[src/rtl/frame_scheduler.sv]
// frame_scheduler: issues start pulses to the image source, snoops the AXI4-Stream
// handshake into the encoder, checks tuser/tlast framing and enforces an
// inter-frame gap. No datapath; every output is a register.
// Optional stall watchdog: define FRAME_SCHEDULER_WATCHDOG_EN.
module frame_scheduler #(
    parameter int unsigned WIDTH              = 64,
    parameter int unsigned HEIGHT             = 64,
    parameter int unsigned GAP_CYCLES         = 16,
    parameter int unsigned FRAME_CNT_BITWIDTH = 16,
    parameter int unsigned TIMEOUT_CYCLES     = 4096
) (
    input  logic                          clk,
    input  logic                          rst,
    input  logic                          i_enable,
    input  logic [FRAME_CNT_BITWIDTH-1:0] i_num_frames,
    output logic                          o_gen_start,
    input  logic                          i_axis_tvalid,
    input  logic                          i_axis_tready,
    input  logic                          i_axis_tuser,
    input  logic                          i_axis_tlast,
    output logic                          o_busy,
    output logic                          o_frame_done,
    output logic [FRAME_CNT_BITWIDTH-1:0] o_frame_count,
    output logic                          o_done,
    output logic                          o_err_sof,
    output logic                          o_err_eol,
    output logic                          o_err_timeout
);

    localparam int unsigned COL_W = $clog2(WIDTH);
    localparam int unsigned ROW_W = $clog2(HEIGHT);
    localparam int unsigned GAP_W = (GAP_CYCLES > 0) ? $clog2(GAP_CYCLES + 1) : 1;

    localparam logic [COL_W-1:0] COL_LAST = COL_W'(WIDTH - 1);
    localparam logic [ROW_W-1:0] ROW_LAST = ROW_W'(HEIGHT - 1);
    localparam logic [GAP_W-1:0] GAP_LAST = GAP_W'(GAP_CYCLES);

    typedef enum logic [2:0] {
        StIdle,
        StStart,
        StRun,
        StGap,
        StDone
    } state_e;

    state_e                          state_q, state_d;
    logic                            enable_q;
    logic [FRAME_CNT_BITWIDTH-1:0]   num_q, num_d;
    logic [FRAME_CNT_BITWIDTH-1:0]   count_q, count_d;
    logic [COL_W-1:0]                col_q, col_d;
    logic [ROW_W-1:0]                row_q, row_d;
    logic [GAP_W-1:0]                gap_q, gap_d;
    logic                            gen_start_q, gen_start_d;
    logic                            frame_done_q, frame_done_d;
    logic                            busy_q, busy_d;
    logic                            done_q, done_d;
    logic                            err_sof_q, err_sof_d;
    logic                            err_eol_q, err_eol_d;

    logic xfer;
    logic col_last;
    logic row_last;
    logic at_origin;
    logic frames_left;

`ifdef FRAME_SCHEDULER_WATCHDOG_EN
    localparam int unsigned STALL_W = $clog2(TIMEOUT_CYCLES + 1);
    localparam logic [STALL_W-1:0] STALL_LAST = STALL_W'(TIMEOUT_CYCLES - 1);

    logic [STALL_W-1:0] stall_q, stall_d;
    logic               err_to_q, err_to_d;
`endif

    assign xfer        = i_axis_tvalid & i_axis_tready;
    assign col_last    = (col_q == COL_LAST);
    assign row_last    = (row_q == ROW_LAST);
    assign at_origin   = (col_q == '0) && (row_q == '0);
    // count_q already includes the frame just finished; zero requests run forever.
    assign frames_left = (num_q == '0) || (count_q != num_q);

    // Next-state and next-output decode.
    always_comb begin
        state_d      = state_q;
        num_d        = num_q;
        count_d      = count_q;
        col_d        = col_q;
        row_d        = row_q;
        gap_d        = gap_q;
        gen_start_d  = 1'b0;
        frame_done_d = 1'b0;
        err_sof_d    = err_sof_q;
        err_eol_d    = err_eol_q;
`ifdef FRAME_SCHEDULER_WATCHDOG_EN
        stall_d      = stall_q;
        err_to_d     = err_to_q;
`endif

        case (state_q)
            StIdle: begin
                if (i_enable && !enable_q) begin
                    state_d     = StStart;
                    num_d       = i_num_frames;
                    count_d     = '0;
                    err_sof_d   = 1'b0;
                    err_eol_d   = 1'b0;
                    gen_start_d = 1'b1;
`ifdef FRAME_SCHEDULER_WATCHDOG_EN
                    err_to_d    = 1'b0;
`endif
                end
            end
            StStart: begin
                col_d   = '0;
                row_d   = '0;
                state_d = StRun;
`ifdef FRAME_SCHEDULER_WATCHDOG_EN
                stall_d = '0;
`endif
            end
            StRun: begin
                if (xfer) begin
                    // Position advances regardless of errors; tuser never resyncs.
                    if (i_axis_tuser != at_origin) err_sof_d = 1'b1;
                    if (i_axis_tlast != col_last) err_eol_d = 1'b1;
`ifdef FRAME_SCHEDULER_WATCHDOG_EN
                    stall_d = '0;
`endif
                    if (col_last) begin
                        col_d = '0;
                        if (row_last) begin
                            row_d        = '0;
                            count_d      = count_q + 1'b1;
                            frame_done_d = 1'b1;
                            gap_d        = '0;
                            state_d      = StGap;
                        end else begin
                            row_d = row_q + 1'b1;
                        end
                    end else begin
                        col_d = col_q + 1'b1;
                    end
                end
`ifdef FRAME_SCHEDULER_WATCHDOG_EN
                else if (stall_q == STALL_LAST) begin
                    err_to_d = 1'b1;
                    state_d  = StDone;
                end else begin
                    stall_d = stall_q + 1'b1;
                end
`endif
            end
            StGap: begin
                if (gap_q == GAP_LAST) begin
                    if (i_enable && frames_left) begin
                        state_d     = StStart;
                        gen_start_d = 1'b1;
                    end else begin
                        state_d = StDone;
                    end
                end else begin
                    gap_d = gap_q + 1'b1;
                end
            end
            StDone: begin
                if (!i_enable) state_d = StIdle;
            end
            default: state_d = StIdle;
        endcase

        busy_d = (state_d == StStart) || (state_d == StRun) || (state_d == StGap);
        done_d = (state_d == StDone);
    end

    // State, counters and registered outputs.
    always_ff @(posedge clk) begin
        if (rst) begin
            state_q      <= StIdle;
            enable_q     <= 1'b0;
            num_q        <= '0;
            count_q      <= '0;
            col_q        <= '0;
            row_q        <= '0;
            gap_q        <= '0;
            gen_start_q  <= 1'b0;
            frame_done_q <= 1'b0;
            busy_q       <= 1'b0;
            done_q       <= 1'b0;
            err_sof_q    <= 1'b0;
            err_eol_q    <= 1'b0;
`ifdef FRAME_SCHEDULER_WATCHDOG_EN
            stall_q      <= '0;
            err_to_q     <= 1'b0;
`endif
        end else begin
            state_q      <= state_d;
            enable_q     <= i_enable;
            num_q        <= num_d;
            count_q      <= count_d;
            col_q        <= col_d;
            row_q        <= row_d;
            gap_q        <= gap_d;
            gen_start_q  <= gen_start_d;
            frame_done_q <= frame_done_d;
            busy_q       <= busy_d;
            done_q       <= done_d;
            err_sof_q    <= err_sof_d;
            err_eol_q    <= err_eol_d;
`ifdef FRAME_SCHEDULER_WATCHDOG_EN
            stall_q      <= stall_d;
            err_to_q     <= err_to_d;
`endif
        end
    end

    assign o_gen_start   = gen_start_q;
    assign o_busy        = busy_q;
    assign o_frame_done  = frame_done_q;
    assign o_frame_count = count_q;
    assign o_done        = done_q;
    assign o_err_sof     = err_sof_q;
    assign o_err_eol     = err_eol_q;

`ifdef FRAME_SCHEDULER_WATCHDOG_EN
    assign o_err_timeout = err_to_q;
`else
    // No watchdog: RUN waits indefinitely for the stream.
    logic unused_timeout;
    assign unused_timeout = ^TIMEOUT_CYCLES;
    assign o_err_timeout  = 1'b0;
`endif

endmodule

[config.mk]
export PLATFORM = sky130hd
export DESIGN_NAME = frame_scheduler
export DESIGN_NICKNAME = d
export VERILOG_FILES = /design/src/rtl/frame_scheduler.sv
export SDC_FILE = /design/constraint.sdc
export NUM_CORES = 1
export LEC_CHECK = 0
export BUFFER_PORTS_ARGS = -buffer_cell sky130_fd_sc_hd__buf_2
export CAP_MARGIN = 20
export CORE_UTILIZATION = 30
export DETAILED_ROUTE_END_ITERATION = 8
export PLACE_DENSITY_LB_ADDON = 0.08
export SYNTH_ARGS = -nofsm -noshare
export SYNTH_HDL_FRONTEND = slang
export SYNTH_SLANG_ARGS = --single-unit
[constraint.sdc]
create_clock -name clk -period 2.4 [get_ports clk]
set_input_delay 0.24 -clock clk [delete_from_list [all_inputs] [get_ports clk]]
set_output_delay 0.24 -clock clk [all_outputs]
set_load 0.02 [all_outputs]
# Word level (Yosys, flattened, before mapping)
# Index checks and enable logic that the tools add are counted.
[word_totals]
reg_bits = 59
output_inout_bits = 23
inputBits = 23
[classes]
bitwise = 4
mux = 37
n_eq_ne = 21
add_sub_neg = 4
reduce_logical = 22
[ops]
columns = ["op", "count"]
rows = [
  ["two-way mux 16 bit", 4],
  ["case mux 16 bit (2 select lines)", 1],
  ["two-way mux 6 bit", 5],
  ["case mux 6 bit (2 select lines)", 2],
  ["two-way mux 3 bit", 7],
  ["two-way mux 5 bit", 4],
  ["adder 16 x 1 -> 16 bit, second input constant", 1],
  ["zero test 16 bit", 1],
  ["inequality test 16 bit", 1],
  ["case mux 3 bit (5 select lines)", 1],
  ["inequality test 2 bit, second input constant", 7],
  ["adder 6 x 1 -> 6 bit, second input constant", 2],
  ["== test 3 x 2 -> 1 bit, second input constant", 4],
  ["== test 6 bit, second input constant", 2],
  ["zero test 6 bit", 2],
  ["case mux 5 bit (2 select lines)", 1],
  ["AND reduction 5 bit", 2],
  ["two-way mux 1 bit", 9],
  ["AND reduction 4 bit", 2],
  ["== test 3 x 1 -> 1 bit, second input constant", 2],
  ["== test 3 bit, second input constant", 2],
  ["case mux 1 bit (2 select lines)", 3],
  ["nonzero test 2 bit", 3],
  ["adder 5 x 1 -> 5 bit, second input constant", 1],
  ["11 further kinds", 19],
]

# Depth between registers and ports, before layout
[logic_depth]
depth_word = 9
depth_mapped = 7
mapped_depth_nobuf = 7

# Worst setup path before layout
# No wires, ideal clock.
[synth_timing]
path_type = "reg-to-reg"
start = "reg row_q[0]"
end = "reg count_q[15] (netlist: o_frame_count[15])"
period_less_slack_ps = 1930
setup_ps = 117
path_stages_with_launch = 7
slack_ps = 470
arrival_ps = 1813
n_path_buf = 0
required_ps = 2283
path_cell_list = "dfxtp_1 ha_1 and4_1 nand4_2 a2111oi_4 a31o_1 a21oi_1"
[synth_between]
elab_chain_cells = 3
[synth_rtl]
columns = ["element", "line", "text"]
rows = [
  ["start, declared", "51", "logic [ROW_W-1:0] row_q, row_d;"],
  ["start signal, assigned", "200", "row_q <= row_d;"],
  ["== test 6 bit", "76", "assign row_last = (row_q == ROW_LAST);"],
  ["inequality test 2 bit (no line)", "-", ""],
  ["AND reduction 5 bit (no line)", "-", ""],
  ["end signal, assigned", "198", "count_q <= count_d;"],
  ["end, declared", "49", "logic [FRAME_CNT_BITWIDTH-1:0] count_q, count_d;"],
]
# Every way passes these cells.
# A chain may end at the register's enable or synchronous reset.

# Worst setup path after layout
# Same ends and word-level chain as after synthesis.

==> flow_metrics.env <==
export IMPL_critical_path_reg2reg_endpoint="o_frame_count[15]$_SDFFE_PP0P_"
export IMPL_ratio_of_routed_vias_to_standard_cells=4.87
export IMPL_cts_buffer_depth=2
export IMPL_post_route_min_period_ns=2.14
export IMPL_grt_first_pass_wirelength_um=12800
export IMPL_die_w_um=103
export IMPL_worst_setup_path_type="flip-flop to flip-flop"
export IMPL_synthSimpleGateAreaFrac_pct=25.7
export IMPL_seqCellArea_um2=1180
export IMPL_syn_num_nets=381
export IMPL_synth_top_area_share_pct=38.5
export IMPL_synth_area_per_cell_um2=8.74
export IMPL_ctsHoldBuffers=0
export IMPL_clkLatencyLatePin_ns=0.34
export IMPL_signal_arrival_time_at_the_worst_endpoint_ns=2.35
export IMPL_synth_edf_count=0
export IMPL_finalCritPeriodShare_pct=89.1
export IMPL_root_buffer="clkbuf_8"
export IMPL_worst_r2r_cell_count=6
export IMPL_core_area_um2=9860
export IMPL_post_synth_num_cell_types=53
export IMPL_filler_cell_count=1055
export IMPL_timing_hold_worst_class="input pin to flip-flop"
export IMPL_cts_resized_gates=0
export IMPL_fp_row_count=36
export IMPL_dpl_hpwl_um=5760
export IMPL_detail_route_iter0_violations=79
export IMPL_setup_tns_final_ns=0
export IMPL_ir_drop_mv=0.218
export IMPL_yosysWarningCount=0
export IMPL_cellPowerDensity_nw_per_um2=626
export IMPL_synth_ff_type="dfxtp_1"
export IMPL_cap_violations=0
export IMPL_slew_limit_fails=0
export IMPL_remaining_drc_errors=0
export IMPL_min_to="num_q[10]$_SDFFE_PP0P_"
export IMPL_routedWlPerCell_um=14.5
export IMPL_die_area_um2=10600
export IMPL_synth_area_leader_cell="dfxtp_1"
export IMPL_cts_made_buffers=9
export IMPL_gr_total_overflow=0
export IMPL_cts_tree="done"
export IMPL_timing_fmax_mhz=468
export IMPL_grt_antenna_before_repair=0
export IMPL_power_static_leakage_nw=1.42
export IMPL_h_tree_depth=3
export IMPL_netlist_area_um2=3070
export IMPL_hp_start="i_num_frames[10]"
export IMPL_grt_max_degree=25
export IMPL_total_length_of_routed_wires_um=7780
export IMPL_timing_critical_path_from_type="flip-flop"
export IMPL_area_grow_syn2layout_pct=18.9
export IMPL_synth_ff_latch_count=59
export IMPL_cp_end_kind="flip-flop"
export IMPL_detail_route_first_pass_iterations=4
export IMPL_drive_above_1_share_pct=22.7
export IMPL_worst_r2r_setup_slack_ns=0.26
export IMPL_first_global_vias=2495
export IMPL_layout_cell_area_non_filler_um2=3650
export IMPL_status="completed"
export IMPL_syn_inst=351
export IMPL_diodes_inserted=0
export IMPL_cts_sinks=59
export IMPL_post_synth_xor_area_fraction_pct=9.71
export IMPL_grt_setup_unrepaired="no"
export IMPL_number_of_port_buffers=44
export IMPL_final_hold_viol_count=0
export IMPL_final_setup_viols=0
export IMPL_synth_async_reset_ratio_pct=0
export IMPL_dpl_instance_area_um2=3450
export IMPL_synth_area_leaders="dfxtp_1, nand2_1, a21oi_1, xor2_1, xnor2_1"
export IMPL_crit_reg2reg_launch="row_q[0]$_SDFFE_PP0P_"
export IMPL_floorplan_initialDensity_pct=31.1
export IMPL_groute_usage_overall_pct=16.0
export IMPL_yosys_area_share_adder_pct=2.85
export IMPL_postCtsSetupRepairBufs=0
export IMPL_multiInputGateArea_um2=1750
export IMPL_gp_routability_congestion=0.731
export IMPL_synth_compound_area_share_pct=18.7
export IMPL_drt_antenna_violating_nets=0
export IMPL_fin_nets=432
export IMPL_ioPinCount=46
export IMPL_vias=2619
export IMPL_crit_required_ns=2.62
export IMPL_yosysSeqAreaShare_pct=38.5
export IMPL_synth_top_family_by_area="simple AND/OR/NAND/NOR gates"
export IMPL_floorplan_die_height_um=103
export IMPL_post_synth_mux_area_share_pct=0
export IMPL_cts_clk_slew_worst_paths_ns=0.07
export IMPL_worst_hold_path_num_cells=3
export IMPL_worst_case_clock_skew_ns=0.0169
export IMPL_critical_path_peak_fanout=8
-- sequential cells by signal, summed over array words and instances, names as in the netlist, 3 cells and up --
register       flops
num_q             16
o_frame_count     16
col_q              6
row_q              6
gap_q              5
state_q            3
-- synth_stat cells, types with 4 or more instances --
| master | count |
|---|---|
| dfxtp_1 | 59 |
| nand2_1 | 51 |
| a21oi_1 | 38 |
| nor2_1 | 21 |
| xor2_1 | 20 |
| inv_1 | 14 |
| xnor2_1 | 14 |
| nor4_1 | 12 |
| nand3_1 | 10 |
| o21ai_0 | 10 |
| clkbuf_1 | 9 |
| ha_1 | 7 |
| nand4_1 | 7 |
| or4_1 | 6 |
| a2111oi_2 | 5 |
| and4_1 | 5 |
| nor3_1 | 4 |
| o31ai_1 | 4 |
| or3_1 | 4 |
-- power by group --
| group | total (mW) | switching [mW] | internal (mW) |
|---|---|---|---|
| registers | 1.05 | 0.0365 | 1.01 |
| logic | 0.293 | 0.176 | 0.116 |
| clock network | 0.940 | 0.388 | 0.552 |
| total | 2.28 | 0.601 | 1.68 |
-- per-layer routing --
layer	track usage, %	vias up	wire (um)
met2	24.8	39	3370
met3	3.46	4	255
met1	22.2	1219	4100
met5	0	-	0
li1	-	1357	-
met4	5.20	0	62
-- area by class of cell --
cell class / count / share of cell area [%]
multi-input combinational: 264 / 48.0
sequential: 59 / 32.4
timing repair buffer: 54 / 8.10
tap: 133 / 4.56
clock buffer: 12 / 4.53
inverter: 14 / 1.44
clock inverter: 2 / 0.961
-- how the worst max path moves through the flow --
stage,end,startpoint
floorplan,o_frame_count[15]$_SDFFE_PP0P_,row_q[0]$_SDFFE_PP0P_
global placement,o_frame_count[15]$_SDFFE_PP0P_,row_q[0]$_SDFFE_PP0P_
detailed placement,o_frame_count[15]$_SDFFE_PP0P_,row_q[0]$_SDFFE_PP0P_
CTS,o_frame_count[15]$_SDFFE_PP0P_,row_q[0]$_SDFFE_PP0P_
global route,o_frame_count[15]$_SDFFE_PP0P_,row_q[0]$_SDFFE_PP0P_
finish,o_frame_count[15]$_SDFFE_PP0P_,row_q[0]$_SDFFE_PP0P_
-- cells in the final DEF, fill, tap and decap left out, types with 4 or more instances in the layout --
cell type   n
and4_1      5
dfxtp_1    59
nand2_1    51
nor2_1     21
xor2_1     20
nand4_1     7
inv_1      14
or4_1       6
o21ai_0    10
a2111oi_2   5
a21oi_1    38
nor4_1     12
o31ai_1     4
clkbuf_8   12
xnor2_1    14
buf_4      10
or3_1       4
nor3_1      4
buf_2      44
nand3_1    10
ha_1        7
-- critical path, stage by stage (launching register included) --
cell and delay [ns]:
dfxtp_1 0.38, ha_1 0.24, and4_1 0.26, nand4_2 0.38
a2111oi_4 0.53, a31o_1 0.19, a21oi_1 0.05
-- stage by stage --
stage / hold slack [ns] / power [mW] / std cells / util (%) / worst slack [ns]
2_1_floorplan: 0.368 / 1.28 / 351 / - / 0.470
3_5_place_dp: 0.439 / 1.37 / 524 / 34.9 / 0.257
5_1_grt: 0.134 / 2.39 / 538 / 37.0 / 0.0488
4_1_cts: 0.126 / 2.31 / 538 / 37.0 / 0.255
3_3_place_gp: 0.434 / 1.37 / 524 / 34.9 / 0.295
6_report: 0.142 / 2.28 / 538 / 37.0 / 0.262
-- cell families after synthesis --
| family | Yosys count |
|---|---|
| AND/OR/NAND/NOR | 146 |
| AO/OA/AOI/OAI | 76 |
| flip-flops | 59 |
| XOR/XNOR | 34 |
| buffers and inverters | 28 |
| adder cells (fa/ha/maj) | 7 |
| other | 1 |
Power figures use the tool's default switching activity.
